`config.mk`:
```
export PLATFORM = sky130hd
export DESIGN_NAME = tap_delay_line_flat
export DESIGN_NICKNAME = d
export VERILOG_FILES = /design/src/rtl/tap_delay_pkg.sv /design/src/rtl/tap_delay_line_if.sv /design/src/rtl/tap_delay_stage.sv /design/src/rtl/tap_delay_line.sv /design/src/flat_wrapper.sv
export SDC_FILE = /design/constraint.sdc
export NUM_CORES = 1
export LEC_CHECK = 0
export ABC_AREA = 0
export CAP_MARGIN = 20
export CORE_ASPECT_RATIO = 0.9
export CORE_MARGIN = 2
export CORE_UTILIZATION = 54
export CTS_CLUSTER_DIAMETER = 40
export CTS_CLUSTER_SIZE = 16
export DETAILED_ROUTE_END_ITERATION = 7
export HOLD_SLACK_MARGIN = 0.05
export PLACE_DENSITY = 0.78
export SLEW_MARGIN = 20
export SYNTH_ARGS = -nofsm -noshare
export SYNTH_HDL_FRONTEND = slang
export SYNTH_SLANG_ARGS = --single-unit
```
`constraint.sdc`:
```
create_clock -name clk -period 1.8 [get_ports clk]
set_clock_uncertainty 0.15 [all_clocks]
set_input_delay 0.18 -clock clk [delete_from_list [all_inputs] [get_ports clk]]
set_output_delay 0.18 -clock clk [all_outputs]
set_load 0.05 [all_outputs]
```
`src/rtl/tap_delay_pkg.sv`:
```
// Shared constants and helpers for the tap delay line: delay clamping and field width.
// No logic of its own; imported by the interface, the stage and the top.
package tap_delay_pkg;

  localparam int unsigned DELAY_MIN = 1;

  // Width needed to hold 0..max_delay inclusive
  function automatic int unsigned delay_width(input int unsigned max_delay);
    return $clog2(max_delay + 1);
  endfunction

  function automatic int unsigned clamp_delay(input int unsigned delay, input int unsigned max_delay);
    if (delay < DELAY_MIN) return DELAY_MIN;
    if (delay > max_delay) return max_delay;
    return delay;
  endfunction

endpackage

```
`src/rtl/tap_delay_line_if.sv`:
```
// Sample/tap bundle between the source (master) and the delay line (slave).
// o_occupancy exists only when TAP_DELAY_OCC_EN is defined.
interface tap_delay_line_if
  import tap_delay_pkg::*;
#(
  parameter int unsigned WIDTH     = 8,
  parameter int unsigned CHANNELS  = 2,
  parameter int unsigned MAX_DELAY = 8
);
  localparam int unsigned DW = delay_width(MAX_DELAY);

  logic                      i_en;
  logic                      i_flush;
  logic                      i_valid;
  logic [CHANNELS*WIDTH-1:0] i_data;
  logic [DW-1:0]             i_delay;
  logic [CHANNELS*WIDTH-1:0] o_data;
  logic                      o_valid;
  logic                      o_primed;
`ifdef TAP_DELAY_OCC_EN
  logic [DW-1:0]             o_occupancy;

  modport master (output i_en, i_flush, i_valid, i_data, i_delay,
                  input  o_data, o_valid, o_primed, o_occupancy);
  modport slave  (input  i_en, i_flush, i_valid, i_data, i_delay,
                  output o_data, o_valid, o_primed, o_occupancy);
`else
  modport master (output i_en, i_flush, i_valid, i_data, i_delay,
                  input  o_data, o_valid, o_primed);
  modport slave  (input  i_en, i_flush, i_valid, i_data, i_delay,
                  output o_data, o_valid, o_primed);
`endif

endinterface

```
`src/rtl/tap_delay_stage.sv`:
```
// One {valid, data} register of the delay line; loads on en, flush clears only valid.
// Latency 1 enabled cycle; holds everything while en=0.
module tap_delay_stage
  import tap_delay_pkg::*;
#(
  parameter int unsigned W = 16
) (
  input  logic         clk,
  input  logic         rst,
  input  logic         en,
  input  logic         flush,
  input  logic         d_valid,
  input  logic [W-1:0] d_data,
  output logic         q_valid,
  output logic [W-1:0] q_data
);

  logic         valid_q, valid_d;
  logic [W-1:0] data_q, data_d;

  always_comb begin
    valid_d = valid_q;
    data_d  = data_q;
    // Flush has priority; data is deliberately left stale
    if (flush) begin
      valid_d = 1'b0;
    end else if (en) begin
      valid_d = d_valid;
      data_d  = d_data;
    end
  end

  always_ff @(posedge clk or negedge rst) begin
    if (!rst) begin
      valid_q <= 1'b0;
      data_q  <= '0;
    end else begin
      valid_q <= valid_d;
      data_q  <= data_d;
    end
  end

  assign q_valid = valid_q;
  assign q_data  = data_q;

endmodule

```
`src/rtl/tap_delay_line.sv`:
```
// Multi-channel delay line, output tapped at clamp(i_delay,1,MAX_DELAY) enabled cycles; stalls on i_en=0.
// Define TAP_DELAY_OCC_EN to add the o_occupancy count of valid stages.
module tap_delay_line
  import tap_delay_pkg::*;
#(
  parameter int unsigned WIDTH     = 8,
  parameter int unsigned CHANNELS  = 2,
  parameter int unsigned MAX_DELAY = 8
) (
  input logic              clk,
  input logic              rst,
  tap_delay_line_if.slave  bus
);

  localparam int unsigned DW     = delay_width(MAX_DELAY);
  localparam int unsigned DATA_W = CHANNELS * WIDTH;

  logic [DATA_W-1:0] src_data    [MAX_DELAY];
  logic              src_valid   [MAX_DELAY];
  logic [DATA_W-1:0] stage_data  [MAX_DELAY];
  logic              stage_valid [MAX_DELAY];

  always_comb begin
    src_data[0]  = bus.i_data;
    src_valid[0] = bus.i_valid;
    for (int k = 1; k < int'(MAX_DELAY); k++) begin
      src_data[k]  = stage_data[k-1];
      src_valid[k] = stage_valid[k-1];
    end
  end

  for (genvar k = 0; k < int'(MAX_DELAY); k++) begin : g_stage
    tap_delay_stage #(.W(DATA_W)) u_stage (
      .clk     (clk),
      .rst     (rst),
      .en      (bus.i_en),
      .flush   (bus.i_flush),
      .d_valid (src_valid[k]),
      .d_data  (src_data[k]),
      .q_valid (stage_valid[k]),
      .q_data  (stage_data[k])
    );
  end

  logic [DW-1:0] eff_delay;
  assign eff_delay = DW'(clamp_delay(32'(bus.i_delay), MAX_DELAY));

  // Tap select by compare rather than index keeps the mux width-exact
  logic [DATA_W-1:0] tap_data;
  logic              tap_valid;
  always_comb begin
    tap_data  = '0;
    tap_valid = 1'b0;
    for (int k = 0; k < int'(MAX_DELAY); k++) begin
      if (eff_delay == DW'(k + 1)) begin
        tap_data  = stage_data[k];
        tap_valid = stage_valid[k];
      end
    end
  end

  logic [DW-1:0] count_q, count_d;
  always_comb begin
    count_d = count_q;
    if (bus.i_flush) begin
      count_d = '0;
    end else if (bus.i_en && (count_q != DW'(MAX_DELAY))) begin
      count_d = count_q + DW'(1);
    end
  end

  always_ff @(posedge clk or negedge rst) begin
    if (!rst) count_q <= '0;
    else      count_q <= count_d;
  end

  assign bus.o_data   = tap_data;
  assign bus.o_valid  = tap_valid;
  assign bus.o_primed = (count_q >= eff_delay);

`ifdef TAP_DELAY_OCC_EN
  logic [DW-1:0] occ_q, occ_d;
  always_comb begin
    occ_d = occ_q;
    if (bus.i_flush) begin
      occ_d = '0;
    end else if (bus.i_en) begin
      case ({bus.i_valid, stage_valid[MAX_DELAY-1]})
        2'b10:   occ_d = occ_q + DW'(1);
        2'b01:   occ_d = occ_q - DW'(1);
        default: occ_d = occ_q;
      endcase
    end
  end

  always_ff @(posedge clk or negedge rst) begin
    if (!rst) occ_q <= '0;
    else      occ_q <= occ_d;
  end

  assign bus.o_occupancy = occ_q;
`endif

endmodule

```
`src/flat_wrapper.sv`:
```
// flat-port wrapper written by rule: the top's interface ports become plain ports
module tap_delay_line_flat import tap_delay_pkg::*;
#(
  parameter int unsigned WIDTH     = 8,
  parameter int unsigned CHANNELS  = 2,
  parameter int unsigned MAX_DELAY = 8
)
  (clk, rst, bus_i_en, bus_i_flush, bus_i_valid, bus_i_data, bus_i_delay, bus_o_data, bus_o_valid, bus_o_primed);
  tap_delay_line_if #(.WIDTH(WIDTH), .CHANNELS(CHANNELS), .MAX_DELAY(MAX_DELAY)) bus_i ();
  input logic clk;
  input logic rst;
  input wire logic [$bits(bus_i.i_en)-1:0] bus_i_en;
  input wire logic [$bits(bus_i.i_flush)-1:0] bus_i_flush;
  input wire logic [$bits(bus_i.i_valid)-1:0] bus_i_valid;
  input wire logic [$bits(bus_i.i_data)-1:0] bus_i_data;
  input wire logic [$bits(bus_i.i_delay)-1:0] bus_i_delay;
  output wire logic [$bits(bus_i.o_data)-1:0] bus_o_data;
  output wire logic [$bits(bus_i.o_valid)-1:0] bus_o_valid;
  output wire logic [$bits(bus_i.o_primed)-1:0] bus_o_primed;
  assign bus_i.i_en = bus_i_en;
  assign bus_i.i_flush = bus_i_flush;
  assign bus_i.i_valid = bus_i_valid;
  assign bus_i.i_data = bus_i_data;
  assign bus_i.i_delay = bus_i_delay;
  assign bus_o_data = bus_i.o_data;
  assign bus_o_valid = bus_i.o_valid;
  assign bus_o_primed = bus_i.o_primed;
  tap_delay_line #(.WIDTH(WIDTH), .CHANNELS(CHANNELS), .MAX_DELAY(MAX_DELAY)) u_core (.clk(clk), .rst(rst), .bus(bus_i));
endmodule
```
==> results_dict.tcl <==
set metrics [dict create \
    run_status "complete, but fails checks" \
    violations "negative setup slack" \
    final_layout_size_suffix_gt1_frac 0.439 \
    setup_viol 18 \
    family_with_the_most_delay_on_the_worst_path "compound AO/OA/AOI/OAI gates" \
    fp.coreArea_sq_um 12100 \
    worstMarginPinSlew_ns 0.515 \
    grt_antenna_before_repair 0 \
    fp-row-count 38 \
    dominantRegCellSynth "sky130_fd_sc_hd__dfrtp_1" \
    floorplan.die_area_sq_um 13400 \
    max_slew_margin 0.657 \
    vias_per_cell 5.86 \
    initial_core_util 0.556 \
    die_w_um 122 \
    cts_sinks 140 \
    timing.critical_path.to_type "output port" \
    numPlacedInstances 750 \
    tritoncts.num_buffers 17 \
    synth.distinct_cells 29 \
    r2r_setup_slack_ns 0.16 \
    rr_endpoint "u_core.count_q[1]" \
    pin_count_of_the_biggest_net_entering_global_routing 52 \
    hpwlAfterDp_um 9740 \
    drc 0 \
    syn2layout_area_growth_pct 25.6 \
    ir_worst_vdd_mv 0.765 \
    via_count_of_the_first_global_routing_pass 4865 \
    cts_tree "yes" \
    io_pins 43 \
    grt_first_pass_wirelength_um 25200 \
    rsz_0062_raised_after_global_routing "true" \
    power_density_nw_per_um2 1380 \
    clock_path_buffers 2 \
    post-route-period-util 1.25 \
    post-synth-top-area-fraction 0.520 \
    drt-pass1-iter-count 4 \
    setup_ws_post_layout_ns -0.452 \
    finalHoldViolations 0 \
    place_congestion 0.799 \
    post_synthesis_cell_area_sq_um 6740 \
    cts.clk_slew.worst_paths_ns 0.06 \
    post-synth-top-count-cell "sky130_fd_sc_hd__dfrtp_1" \
    synth_edf_count 0 \
    synthesis.yosys.warnings 0 \
    clock_insertion_delay_worst_skew_ns 0.42 \
    final_cell_count_no_fill 805 \
    synth_seq_cells 140 \
    h-tree-depth 4 \
    maxClockFrequency_mhz 444 \
    critical_path.max_stage_delay_ns 0.39 \
    routed_wire_length_per_instance_um 19.2 \
    seq_area_frac_synth 0.520 \
    final_antenna_net_count 0 \
    post_synth_main_area_contributors "sky130_fd_sc_hd__dfrtp_1 52%, sky130_fd_sc_hd__mux2_2 21%, sky130_fd_sc_hd__mux2i_1 3.3%" \
    sum_of_routed_wire_length_over_all_layers_um 15400 \
    holdCritPathClass "in -> async" \
    finish.net_count 663 \
    final.hold.worst_slack_ns 0.136 \
    critical_path.max_fanout 2 \
    slew_viol_final 0 \
    total_leakage_power_nw 3.78 \
    clk_root_buffer_cell "sky130_fd_sc_hd__clkbuf_16" \
    grt.total_usage 0.247 \
    initialDrtViolationCount 318 \
    worst_ep_arrival_time_ns 1.92 \
    reg_to_reg_critical_path_startpoint "u_core.count_q[0]" \
    synth.avg_cell_area_sq_um 12.3 \
    floorplan.die.height_um 110 \
    grt.overflow.total 0 \
    syn_nets 578 \
    async_sr_flop_fraction 1.00 \
    via_count 4718 \
    antennaDiodeCount 0 \
    worst_path_most_repeated_cell "sky130_fd_sc_hd__a21o_1" \
    timing.critical_path.slowest_stage_cell "sky130_fd_sc_hd__dfrtp_1" \
    synth_commonest_cells "140 x sky130_fd_sc_hd__dfrtp_1, 128 x sky130_fd_sc_hd__mux2_2, 49 x sky130_fd_sc_hd__nor2_1, 34 x sky130_fd_sc_hd__a21oi_1, 28 x sky130_fd_sc_hd__buf_2" \
    rr_worst_depth 8 \
    cell_count_after_synthesis 547 \
    number_of_buffer_and_inverter_stages_on_the_critical_path 2 \
    maxCapViolCount 0 \
    buffer_ports.inserted 42 \
    synth_area_leader_cell "sky130_fd_sc_hd__dfrtp_1" \
    total_negative_setup_slacks_ns -3.94 \
    period_minus_slack_ns 2.25 \
    start_kind "flop" \
    critPathRequiredTime_ns 1.47 \
    criticalPathCategory "reg -> out" \
    crit_path_cell_chain "inv_2 > ha_4 > nand2b_4 > a21o_1 > a21o_1 > a21o_4 > buf_8" \
]
[flip-flops by register name, indices dropped and copies added (netlist names)]
signal                          cells
u_core.g_stage.u_stage.q_data     128
u_core.count_q                      4
u_core.g_stage.u_stage.q_valid      8
[cell usage in the layout, fill, tap and decap left out, types with 2 or more instances in the layout]
cell type | synthesis | layout
sky130_fd_sc_hd__a211o_1 | 13 | 13
sky130_fd_sc_hd__a21o_1 | 3 | 2
sky130_fd_sc_hd__a21oi_1 | 34 | 34
sky130_fd_sc_hd__a221o_1 | 17 | 17
sky130_fd_sc_hd__buf_12 | 0 | 10
sky130_fd_sc_hd__buf_2 | 28 | 3
sky130_fd_sc_hd__buf_4 | 1 | 56
sky130_fd_sc_hd__buf_6 | 8 | 18
sky130_fd_sc_hd__clkbuf_1 | 6 | 2
sky130_fd_sc_hd__clkbuf_16 | 0 | 17
sky130_fd_sc_hd__clkbuf_8 | 0 | 2
sky130_fd_sc_hd__clkdlybuf4s50_1 | 0 | 19
sky130_fd_sc_hd__clkinv_2 | 0 | 5
sky130_fd_sc_hd__clkinv_4 | 0 | 2
sky130_fd_sc_hd__clkinvlp_4 | 0 | 3
sky130_fd_sc_hd__dfrtp_1 | 140 | 140
sky130_fd_sc_hd__ha_1 | 6 | 5
sky130_fd_sc_hd__inv_1 | 3 | 2
sky130_fd_sc_hd__mux2_2 | 128 | 128
sky130_fd_sc_hd__mux2i_1 | 22 | 21
sky130_fd_sc_hd__nand2_1 | 19 | 16
sky130_fd_sc_hd__nand2_2 | 0 | 3
sky130_fd_sc_hd__nand2b_1 | 21 | 17
sky130_fd_sc_hd__nand2b_4 | 1 | 4
sky130_fd_sc_hd__nor2_1 | 49 | 47
sky130_fd_sc_hd__nor2_2 | 0 | 2
sky130_fd_sc_hd__o21ai_1 | 4 | 3
sky130_fd_sc_hd__o21ai_2 | 0 | 11
sky130_fd_sc_hd__o22ai_2 | 0 | 4
sky130_fd_sc_hd__o2bb2ai_1 | 17 | 17
sky130_fd_sc_hd__o32ai_2 | 0 | 3
sky130_fd_sc_hd__or2_4 | 0 | 2
sky130_fd_sc_hd__xor2_1 | 2 | 2
[what timing repair did]
action,in CTS,in global routing
setup endpoints to repair,18,19
pin swaps,30,15
hold buffers,1,0
endpoints found under the hold margin,140,0
gates resized for setup,55,14
setup buffers,19,5
[per-layer routing]
layer	GRT usage	vias to the layer above	routed length [um]
met1	0.337	2406	7220
li1	-	2165	-
met4	0.0772	0	189
met3	0.0689	20	728
met5	0	-	0
met2	0.389	127	7300
[worst max-delay path by stage]
| stage | start | endpoint | cells past startpoint |
|---|---|---|---|
| after floorplan | bus_i_delay[0] | bus_o_primed | 10 |
| final | u_core.count_q[0] | bus_o_primed | 7 |
| after global routing | u_core.count_q[0] | bus_o_primed | 7 |
| after global placement | bus_i_delay[3] | bus_o_data[1] | 7 |
| after detailed placement | bus_i_delay[2] | bus_o_primed | 10 |
| after CTS | u_core.count_q[0] | bus_o_primed | 7 |
[cells by family after synthesis]
family | count (synthesis) | share of synthesized area
muxes | 150 | 0.247
DFF | 140 | 0.520
AOI/OAI and AO/OA | 107 | 0.113
and+or+nand+nor | 95 | 0.0648
buffers and inverters | 46 | 0.0403
adders and majority gates | 6 | 0.0111
xor gates and xnor gates | 3 | 0.00390
[through the flow]
stage                     worst slack, ns  instance area, sq um  total power [W]   util
after floorplan                    -0.133                  6770          0.00705      -
after global placement             -0.511                  7510          0.00780  0.620
after detailed placement           -0.572                  7510          0.00803  0.620
after CTS                          -0.483                  8390           0.0116  0.692
after global routing               -0.509                  8470           0.0123  0.698
final                              -0.452                  8470           0.0117  0.698
[cell type report]
class                           instances  area, sq um
Fill cell                             818         3660
Sequential cell                       140         3500
Timing Repair Buffer                  109         1060
Tap cell                              160          200
Clock inverter                         11         95.1
Multi-Input combinational cell        361         3140
Clock buffer                           21          460
Inverter                                3         11.3
[report_power, final]
| part | leakage (nW) | internal [W] | total [W] | switching (W) |
|---|---|---|---|---|
| registers | 1.70 | 0.00429 | 0.00518 | 0.000890 |
| clock network | 0.269 | 0.00196 | 0.00325 | 0.00129 |
| logic | 1.81 | 0.00180 | 0.00328 | 0.00148 |
Power figures use the tool's default switching activity.
